[src/rtl/isp_cam_capture.sv]
// Camera parallel-bus capture: syncs PCLK/VSYNC/HREF/D into clk, assembles
// RGB565 pixels, emits frame strobes and checks frame geometry.
module isp_cam_capture #(
    parameter int H_PIXELS = 640,
    parameter int V_LINES  = 480
) (
    input  logic        clk,
    input  logic        reset,
    input  logic        capture_en,
    input  logic        cam_pclk,
    input  logic        cam_vsync,
    input  logic        cam_href,
    input  logic [7:0]  cam_data,
    output logic        new_frame,
    output logic        data_valid,
    output logic [15:0] pixel_data,
    output logic [9:0]  pixel_x,
    output logic [8:0]  pixel_y,
    output logic        frame_done,
    output logic        frame_err
);

    localparam logic [9:0] LP_H = 10'(H_PIXELS);
    localparam logic [8:0] LP_V = 9'(V_LINES);

    typedef enum logic [1:0] {
        S_IDLE,
        S_WAIT_VS,
        S_VBLANK,
        S_ACTIVE
    } state_t;

    state_t r_state;
    state_t w_next;

    logic       r_pclk_s1, r_pclk_s2, r_pclk_s3;
    logic       r_vs_s1, r_vs_s2, r_vs_s3;
    logic       r_href_s1, r_href_s2, r_href_s3;
    logic [7:0] r_data_s1, r_data_s2;

    logic [9:0] r_x;
    logic [8:0] r_y;
    logic       r_phase;
    logic [7:0] r_hi;
    logic       r_err;

    logic       w_pclk_rise;
    logic       w_vs_rise;
    logic       w_vs_fall;
    logic       w_href_fall;
    logic       w_start;
    logic       w_end;
    logic       w_active;
    logic       w_cap;
    logic       w_lend;
    logic       w_ovf;
    logic       w_lerr;
    logic [8:0] w_y_nx;
    logic [8:0] w_y_end;

    always_ff @(posedge clk or negedge reset) begin
        if (!reset) begin
            r_pclk_s1 <= 1'b0;
            r_pclk_s2 <= 1'b0;
            r_pclk_s3 <= 1'b0;
            r_vs_s1   <= 1'b0;
            r_vs_s2   <= 1'b0;
            r_vs_s3   <= 1'b0;
            r_href_s1 <= 1'b0;
            r_href_s2 <= 1'b0;
            r_href_s3 <= 1'b0;
            r_data_s1 <= 8'h00;
            r_data_s2 <= 8'h00;
        end else begin
            r_pclk_s1 <= cam_pclk;
            r_pclk_s2 <= r_pclk_s1;
            r_pclk_s3 <= r_pclk_s2;
            r_vs_s1   <= cam_vsync;
            r_vs_s2   <= r_vs_s1;
            r_vs_s3   <= r_vs_s2;
            r_href_s1 <= cam_href;
            r_href_s2 <= r_href_s1;
            r_href_s3 <= r_href_s2;
            r_data_s1 <= cam_data;
            r_data_s2 <= r_data_s1;
        end
    end

    assign w_pclk_rise = r_pclk_s2 & ~r_pclk_s3;
    assign w_vs_rise   = r_vs_s2 & ~r_vs_s3;
    assign w_vs_fall   = ~r_vs_s2 & r_vs_s3;
    assign w_href_fall = ~r_href_s2 & r_href_s3;

    always_ff @(posedge clk or negedge reset) begin
        if (!reset) r_state <= S_IDLE;
        else        r_state <= w_next;
    end

    always_comb begin
        w_next  = r_state;
        w_start = 1'b0;
        w_end   = 1'b0;
        unique case (r_state)
            S_IDLE: begin
                if (capture_en) w_next = S_WAIT_VS;
            end
            S_WAIT_VS: begin
                if (r_vs_s2) w_next = S_VBLANK;
            end
            S_VBLANK: begin
                if (w_vs_fall) begin
                    w_next  = S_ACTIVE;
                    w_start = 1'b1;
                end
            end
            S_ACTIVE: begin
                if (w_vs_rise) begin
                    w_end  = 1'b1;
                    w_next = capture_en ? S_VBLANK : S_IDLE;
                end
            end
            default: w_next = S_IDLE;
        endcase
    end

    assign w_active = (r_state == S_ACTIVE);
    assign w_cap    = w_active & w_pclk_rise & r_href_s2;
    assign w_lend   = w_active & w_href_fall;
    assign w_ovf    = w_cap & r_phase & (r_x >= LP_H);
    assign w_lerr   = w_lend & ((r_x != LP_H) | r_phase);
    assign w_y_nx   = (r_y == 9'h1FF) ? r_y : r_y + 9'd1;
    // A line end coinciding with the frame end must count toward the row total.
    assign w_y_end  = w_lend ? w_y_nx : r_y;

    always_ff @(posedge clk or negedge reset) begin
        if (!reset) begin
            new_frame  <= 1'b0;
            data_valid <= 1'b0;
            pixel_data <= 16'h0000;
            pixel_x    <= 10'd0;
            pixel_y    <= 9'd0;
            frame_done <= 1'b0;
            frame_err  <= 1'b0;
            r_x        <= 10'd0;
            r_y        <= 9'd0;
            r_phase    <= 1'b0;
            r_hi       <= 8'h00;
            r_err      <= 1'b0;
        end else begin
            new_frame  <= w_start;
            frame_done <= w_end;
            data_valid <= 1'b0;
            if (w_start) begin
                r_x     <= 10'd0;
                r_y     <= 9'd0;
                r_phase <= 1'b0;
                r_err   <= 1'b0;
            end else if (w_active) begin
                if (w_cap) begin
                    if (!r_phase) begin
                        r_hi    <= r_data_s2;
                        r_phase <= 1'b1;
                    end else begin
                        r_phase <= 1'b0;
                        if (r_x < LP_H) begin
                            data_valid <= 1'b1;
                            pixel_data <= {r_hi, r_data_s2};
                            pixel_x    <= r_x;
                            pixel_y    <= r_y;
                            r_x        <= r_x + 10'd1;
                        end
                    end
                end
                if (w_lend) begin
                    r_x     <= 10'd0;
                    r_phase <= 1'b0;
                    r_y     <= w_y_nx;
                end
                if (w_ovf | w_lerr) r_err <= 1'b1;
                if (w_end) begin
                    frame_err <= r_err | w_ovf | w_lerr
                               | (w_y_end != LP_V);
                end
            end
        end
    end

endmodule

[config.mk]
export PLATFORM = sky130hd
export DESIGN_NAME = isp_cam_capture
export DESIGN_NICKNAME = d
export VERILOG_FILES = /design/src/rtl/isp_cam_capture.sv
export SDC_FILE = /design/constraint.sdc
export NUM_CORES = 1
export LEC_CHECK = 0
export BUFFER_PORTS_ARGS = -buffer_cell sky130_fd_sc_hd__buf_2
export CAP_MARGIN = 20
export CORE_MARGIN = 2
export CORE_UTILIZATION = 55
export CTS_CLUSTER_SIZE = 28
export DETAILED_ROUTE_END_ITERATION = 8
export MAX_ROUTING_LAYER = met4
export PLACE_DENSITY = 0.86
export SYNTH_ARGS = -nofsm -noshare
export SYNTH_HDL_FRONTEND = slang
export SYNTH_SLANG_ARGS = --single-unit
[constraint.sdc]
create_clock -name clk -period 3.9 [get_ports clk]
set_input_delay 0.585 -clock clk [delete_from_list [all_inputs] [get_ports clk]]
set_output_delay 0.585 -clock clk [all_outputs]
set_load 0.02 [all_outputs]
==> flow_metrics.env, run 1 <==
export IMPL_grt_pass1_wl_um=11010
export IMPL_antenna_found_initial=0
export IMPL_worstPathRequired_ps=4130
export IMPL_tns_ps=0
export IMPL_vias_per_cell=5.643
export IMPL_gp_congestion=0.8693
export IMPL_syn_area_um2=3787
export IMPL_leakage_uw=0.002125
export IMPL_critPathSlowestCell="nand3_2"
export IMPL_cts_root_buf="clkbuf_8"
export IMPL_cp_cell_sequence="and4_1 -> nand3_2 -> or3_1 -> xor2_1 -> nor2_1"
export IMPL_fin_nets=352
export IMPL_initial_core_util_pct=56.37
export IMPL_synthFlopType="dfrtp_1"
export IMPL_htree_levels=3
export IMPL_worstRegToRegCells=5
export IMPL_crit_buf_inv=0
export IMPL_r2r_start="r_state[0]$_DFFE_PN0P_"
export IMPL_timing_rr_end="r_x[6]$_DFFE_PN0P_"
export IMPL_ys_warn_count=0
export IMPL_cts_max_path_buffers=2
export IMPL_cp_depth=5
export IMPL_first_pass_iters=4
export IMPL_cp_max_fo=31
export IMPL_maxCapViolCount=0
export IMPL_place_hpwl_um=4379
export IMPL_cp_slowest_stage_delay_ps=610
export IMPL_cp_top_family="simple AND/OR/NAND/NOR gates"
export IMPL_max_freq_mhz=423.1
export IMPL_rows=30
export IMPL_min_path_type="primary input to asynchronous set/reset pin"
export IMPL_ff2ff_setup_slack_ps=1540
export IMPL_slew_violations=0
export IMPL_synth_commonest_cells="dfrtp_1 (95), mux2_2 (45), nand2_1 (15), nor2_1 (14), a21oi_1 (11)"
export IMPL_synth_most_common_cell="dfrtp_1"
export IMPL_dieWidth_um=86.98
export IMPL_cts_hold_buf=0
export IMPL_crit_arrival_ps=2590
export IMPL_netlist_instances=280
export IMPL_fill_cells=494
export IMPL_max_slew_margin_rel_pct=44.23
export IMPL_n_antenna_cell=0
export IMPL_max_slew_worst_pin_slew_ps=836.6
export IMPL_irDropWorstVdd_mv=0.3645
export IMPL_cts_resized=0
export IMPL_wl_per_cell_um=15.34
export IMPL_drtAntennaViolNets=0
export IMPL_end_kind="flip-flop"
export IMPL_synthToLayoutAreaGrowth_pct=13.48
export IMPL_final_hold_violation_count=0
export IMPL_final_period_utilization_pct=60.61
export IMPL_cts_buffers_inserted=9
export IMPL_core_area_um2=6719
export IMPL_die_h_um=86.98
export IMPL_ys_ff_latch=95
export IMPL_die_area_um2=7566
export IMPL_clk_pin_slew_ps=90
export IMPL_yosysUniqueCellTypes=50
export IMPL_drive_gt1_share_pct=37.65
export IMPL_ios=53
export IMPL_io_buffer_count=52
export IMPL_hold_slack_ps=315.9
export IMPL_syn_avg_cell_area_um2=13.53
export IMPL_grt_max_degree=72
export IMPL_insertion_delay_ps=360
export IMPL_period_minus_slack_ps=2364
export IMPL_synth_top_cell_area_share_pct=62.77
export IMPL_critPathKind="flip-flop to flip-flop"
export IMPL_syn_nets=297
export IMPL_ys_async_sr_fraction_pct=100.0
export IMPL_cts_sinks=95
export IMPL_grt_pass1_vias=2396
export IMPL_power_density_nw_per_um2=528.1
export IMPL_via_count=2370
export IMPL_fin_skew_ps=10.17
export IMPL_grt_overflow=0
export IMPL_cts_tree="built"
export IMPL_critPathLaunchType="flip-flop"
export IMPL_initialDrtViolationCount=149
export IMPL_synth_area_leader_cell="dfrtp_1"
export IMPL_drc=0
export IMPL_wl_um=6442
export IMPL_ys_seq_area_share_pct=62.77
export IMPL_synth_edff_count=0
export IMPL_status="complete, no violations"
export IMPL_ys_top_cells_by_area="dfrtp_1 (63%), mux2_2 (13%), nand2_1 (1.5%)"
export IMPL_grt_use_total_pct=19.46
export IMPL_setup_viol=0
export IMPL_rsz0062_at_grt="no"
export IMPL_post_cts_buffers=0
==> registers in the layout, indices dropped and copies added (netlist names), 2 cells and up <==
signal	cells
pixel_data	16
pixel_x	10
pixel_y	9
r_data_s1	8
r_data_s2	8
r_hi	8
r_state	2
r_x	10
r_y	9
==> metal layers <==
layer | track usage, % | vias up | wire (µm)
met5 | - | - | 0
met2 | 28.11 | 57 | 3062
met3 | 5.024 | 12 | 301
met1 | 26.31 | 1173 | 2969
li1 | - | 1128 | -
met4 | 8.381 | 0 | 109
==> cells in the final DEF (no fill, tap or decap), types with 7 or more instances in the layout <==
cell / instances
dfrtp_1: 95
nor2_1: 14
nand2_1: 15
mux2_2: 45
nor4_1: 7
clkbuf_8: 9
a21oi_1: 11
inv_1: 8
o21ai_0: 7
buf_2: 51
==> worst max path at each step <==
stage,startpoint,end,slack (ps)
6_report,r_state[0]$_DFFE_PN0P_,r_x[6]$_DFFE_PN0P_,1540
5_1_grt,r_state[0]$_DFFE_PN0P_,r_x[6]$_DFFE_PN0P_,1320
4_1_cts,r_state[0]$_DFFE_PN0P_,r_x[6]$_DFFE_PN0P_,1520
3_5_place_dp,r_state[0]$_DFFE_PN0P_,r_x[6]$_DFFE_PN0P_,1570
3_3_place_gp,r_state[0]$_DFFE_PN0P_,r_x[6]$_DFFE_PN0P_,1670
2_1_floorplan,r_href_s2$_DFF_PN0_,frame_err$_DFFE_PN0P_,2090
==> stage by stage <==
step | setup WS, ps | area (µm²) | total power [µW] | instances | utilization [%]
floorplan | 2089 | 3787 | 1546 | 280 | -
global placement | 1666 | 4111 | 1667 | 404 | 61.19
detailed placement | 1569 | 4111 | 1689 | 404 | 61.19
CTS | 1521 | 4298 | 2293 | 420 | 63.97
global route | 1323 | 4298 | 2399 | 420 | 63.97
finish | 1536 | 4298 | 2270 | 420 | 63.97
==> cell type report <==
class	count	area, µm²	area share [%]
tap	80	100.1	2.329
inverter	9	33.78	0.7860
sequential	95	2377	55.31
clock inverter	7	62.56	1.456
clock buffer	9	123.9	2.882
timing repair buffer	54	277.8	6.463
multi-input combinational	166	1323	30.77
==> power by group <==
part,switching (µW),internal [µW]
registers,108,1130
logic,246,188
clock network,355,246
==> cells by family (layout without fill, tap and decap cells) <==
logic type,Yosys count,count (layout),share of synthesized area (%)
compound gates,36,36,6.905
xor+xnor,7,7,1.619
fa+ha+maj,3,3,0.9912
buf+inv,19,79,2.445
flops,95,95,62.77
mux,47,47,13.91
simple gates,73,73,11.36
(Power assumes the default switching activity.)
==> inputs of run 2 (changes only) <==
- CORE_UTILIZATION: 55 -> 51
- PLACE_DENSITY: 0.86 -> 0.84
- clock period: 3.9 -> 2 ns (I/O delays scaled with it)
==> run 2 against run 1 <==
- combinational power rose by 120%
- utilization decreased by 1.4 points
- final cell count up 8.8%
- power up 110%
- count of clock-buffer cells in the layout unchanged
- non-clock buffer count is 18 higher
- sequential cell count unchanged
- setup slack got worse by 1400 ps
- global-route usage up 0.065 points
- critical path depth increased by 2
- critical endpoint is now frame_err$_DFFE_PN0P_
- highest routed layer unchanged
==> flow_metrics.env, run 2 (synthesis results as in run 1) <==
export IMPL_ios=53
export IMPL_drc=0
export IMPL_critPathKind="flip-flop to flip-flop"
export IMPL_synthToLayoutAreaGrowth_pct=19.23
export IMPL_max_slew_worst_pin_slew_ps=552.0
export IMPL_fin_skew_ps=10.53
export IMPL_cts_root_buf="clkbuf_8"
export IMPL_top_register="pixel_data"
export IMPL_vias_per_cell=5.453
export IMPL_irDropWorstVdd_mv=0.6752
export IMPL_htree_levels=3
export IMPL_leakage_uw=0.002228
export IMPL_largestRegisters="pixel_data (16), pixel_x (10), r_x (10)"
export IMPL_final_hold_violation_count=0
export IMPL_gp_congestion=0.9347
export IMPL_insertion_delay_ps=370
export IMPL_wl_met1_um=3230
export IMPL_slew_violations=0
export IMPL_cp_max_fo=5
export IMPL_via_count=2492
export IMPL_met2_length_um=3439
export IMPL_initialDrtViolationCount=166
export IMPL_first_pass_iters=4
export IMPL_utilization_pct=62.59
export IMPL_largest_reg_flops=16
export IMPL_worstPathRequired_ps=2250
export IMPL_fill_cells=584
export IMPL_grt_use_total_pct=19.53
export IMPL_grt_overflow=0
export IMPL_route_met3_wl_um=376
export IMPL_cts_buffers_inserted=9
export IMPL_tns_ps=0
export IMPL_place_hpwl_um=5121
export IMPL_cts_sinks=95
export IMPL_max_freq_mhz=535.0
export IMPL_period_minus_slack_ps=1869
export IMPL_drive_gt1_share_pct=41.34
export IMPL_die_h_um=90.18
export IMPL_fin_nets=370
export IMPL_power_density_nw_per_um2=1044
export IMPL_rsz0062_at_grt="no"
export IMPL_io_buffer_count=52
export IMPL_die_area_um2=8132
export IMPL_dieWidth_um=90.18
export IMPL_maxCapViolCount=0
export IMPL_critPathLaunchType="flip-flop"
export IMPL_antenna_found_initial=0
export IMPL_core_area_um2=7214
export IMPL_status="complete, no violations"
export IMPL_n_antenna_cell=0
export IMPL_end_kind="flip-flop"
export IMPL_drtAntennaViolNets=0
export IMPL_wl_um=7178
export IMPL_initial_core_util_pct=52.50
export IMPL_wl_per_cell_um=15.71
export IMPL_setup_viol=0
export IMPL_power_total_uw=4714
export IMPL_final_period_utilization_pct=93.45
export IMPL_mostFrequentLayoutCells="dfrtp_1 (93), buf_2 (51), mux2_2 (45)"
export IMPL_grt_pass1_wl_um=12310
export IMPL_cts_tree="built"
export IMPL_crit_arrival_ps=2120
export IMPL_final_common_cell="dfrtp_1"
export IMPL_grt_max_degree=58
export IMPL_clk_pin_slew_ps=110
export IMPL_max_slew_margin_rel_pct=62.86
export IMPL_min_path_type="primary input to flip-flop"
export IMPL_rows=31
export IMPL_highest_layer="met4"
export IMPL_grt_pass1_vias=2536
export IMPL_cts_max_path_buffers=2
export IMPL_post_cts_buffers=0
[run 2: cell types whose count changed in the layout (fill, tap and decap cells not counted), sizes merged]
cell | before | now
buf | 54 | 71
bufinv | 0 | 1
clkinv | 4 | 3
dlygate4sd3 | 0 | 1
[run 2: power breakdown]
part	switching (µW)	leakage, µW	total (µW)	internal (µW)
clock	739	0.000113	1360	621
combinational	532	0.000889	964	432
sequential	190	0.00123	2390	2200
total	1460	0.00223	4710	3250
[run 2: area by class of cell]
class	instances	area, µm²	share of cell area (%)
clock buffers	9	123.9	2.743
clock inverters	7	97.59	2.161
inverters	9	33.78	0.7481
multi-input cells	166	1329	29.43
flip-flops and latches	95	2380	52.70
well taps	99	123.9	2.743
repair buffers	72	427.9	9.476
[run 2: what timing repair did]
item,CTS,global route
endpoints found under the hold margin,10,0
setup endpoints to repair,0,3
gates resized for setup,0,3
hold buffers,1,0
[run 2: final timing paths]
path,startpoint,to,slack (ps),cells past startpoint
worst max register to register,r_x[1]$_DFFE_PN0P_,frame_err$_DFFE_PN0P_,130,7
worst min register to register,r_data_s1[4]$_DFF_PN0_,r_data_s2[4]$_DFF_PN0_,350,0
worst max-delay path,r_x[1]$_DFFE_PN0P_,frame_err$_DFFE_PN0P_,130,7
max in group asynchronous,reset,pixel_x[2]$_DFFE_PN0P_,1100,3
min in group asynchronous,reset,r_y[2]$_DFFE_PN0N_,310,2
worst min-delay path,cam_data[7],r_data_s1[7]$_DFF_PN0_,30,1
[run 2: worst max-delay path, stage by stage, from the launching register on]
cell and delay [ps]:
dfrtp_1 430, inv_1 80, ha_1 140, nor4b_4 180
nand4b_1 120, a221o_1 370, a2111oi_4 340, a21oi_2 80
[run 2: routing by layer]
metal,GRT usage (%),vias up
met2,28.70,74
met1,26.17,1250
met3,5.532,15
li1,-,1153
met4,7.308,0
met5,-,-
[run 2: through the flow]
stage                     cell area, µm²  instances  setup slack (ps)  hold slack [ps]
after global placement              4275        440             185.8            155.3
after CTS                           4507        457             110.9            11.05
after floorplan                     3787        280             188.9            4.409
final                               4516        457             131.0            25.74
after global routing                4516        457             8.585            5.577
after detailed placement            4275        440             121.8            160.5
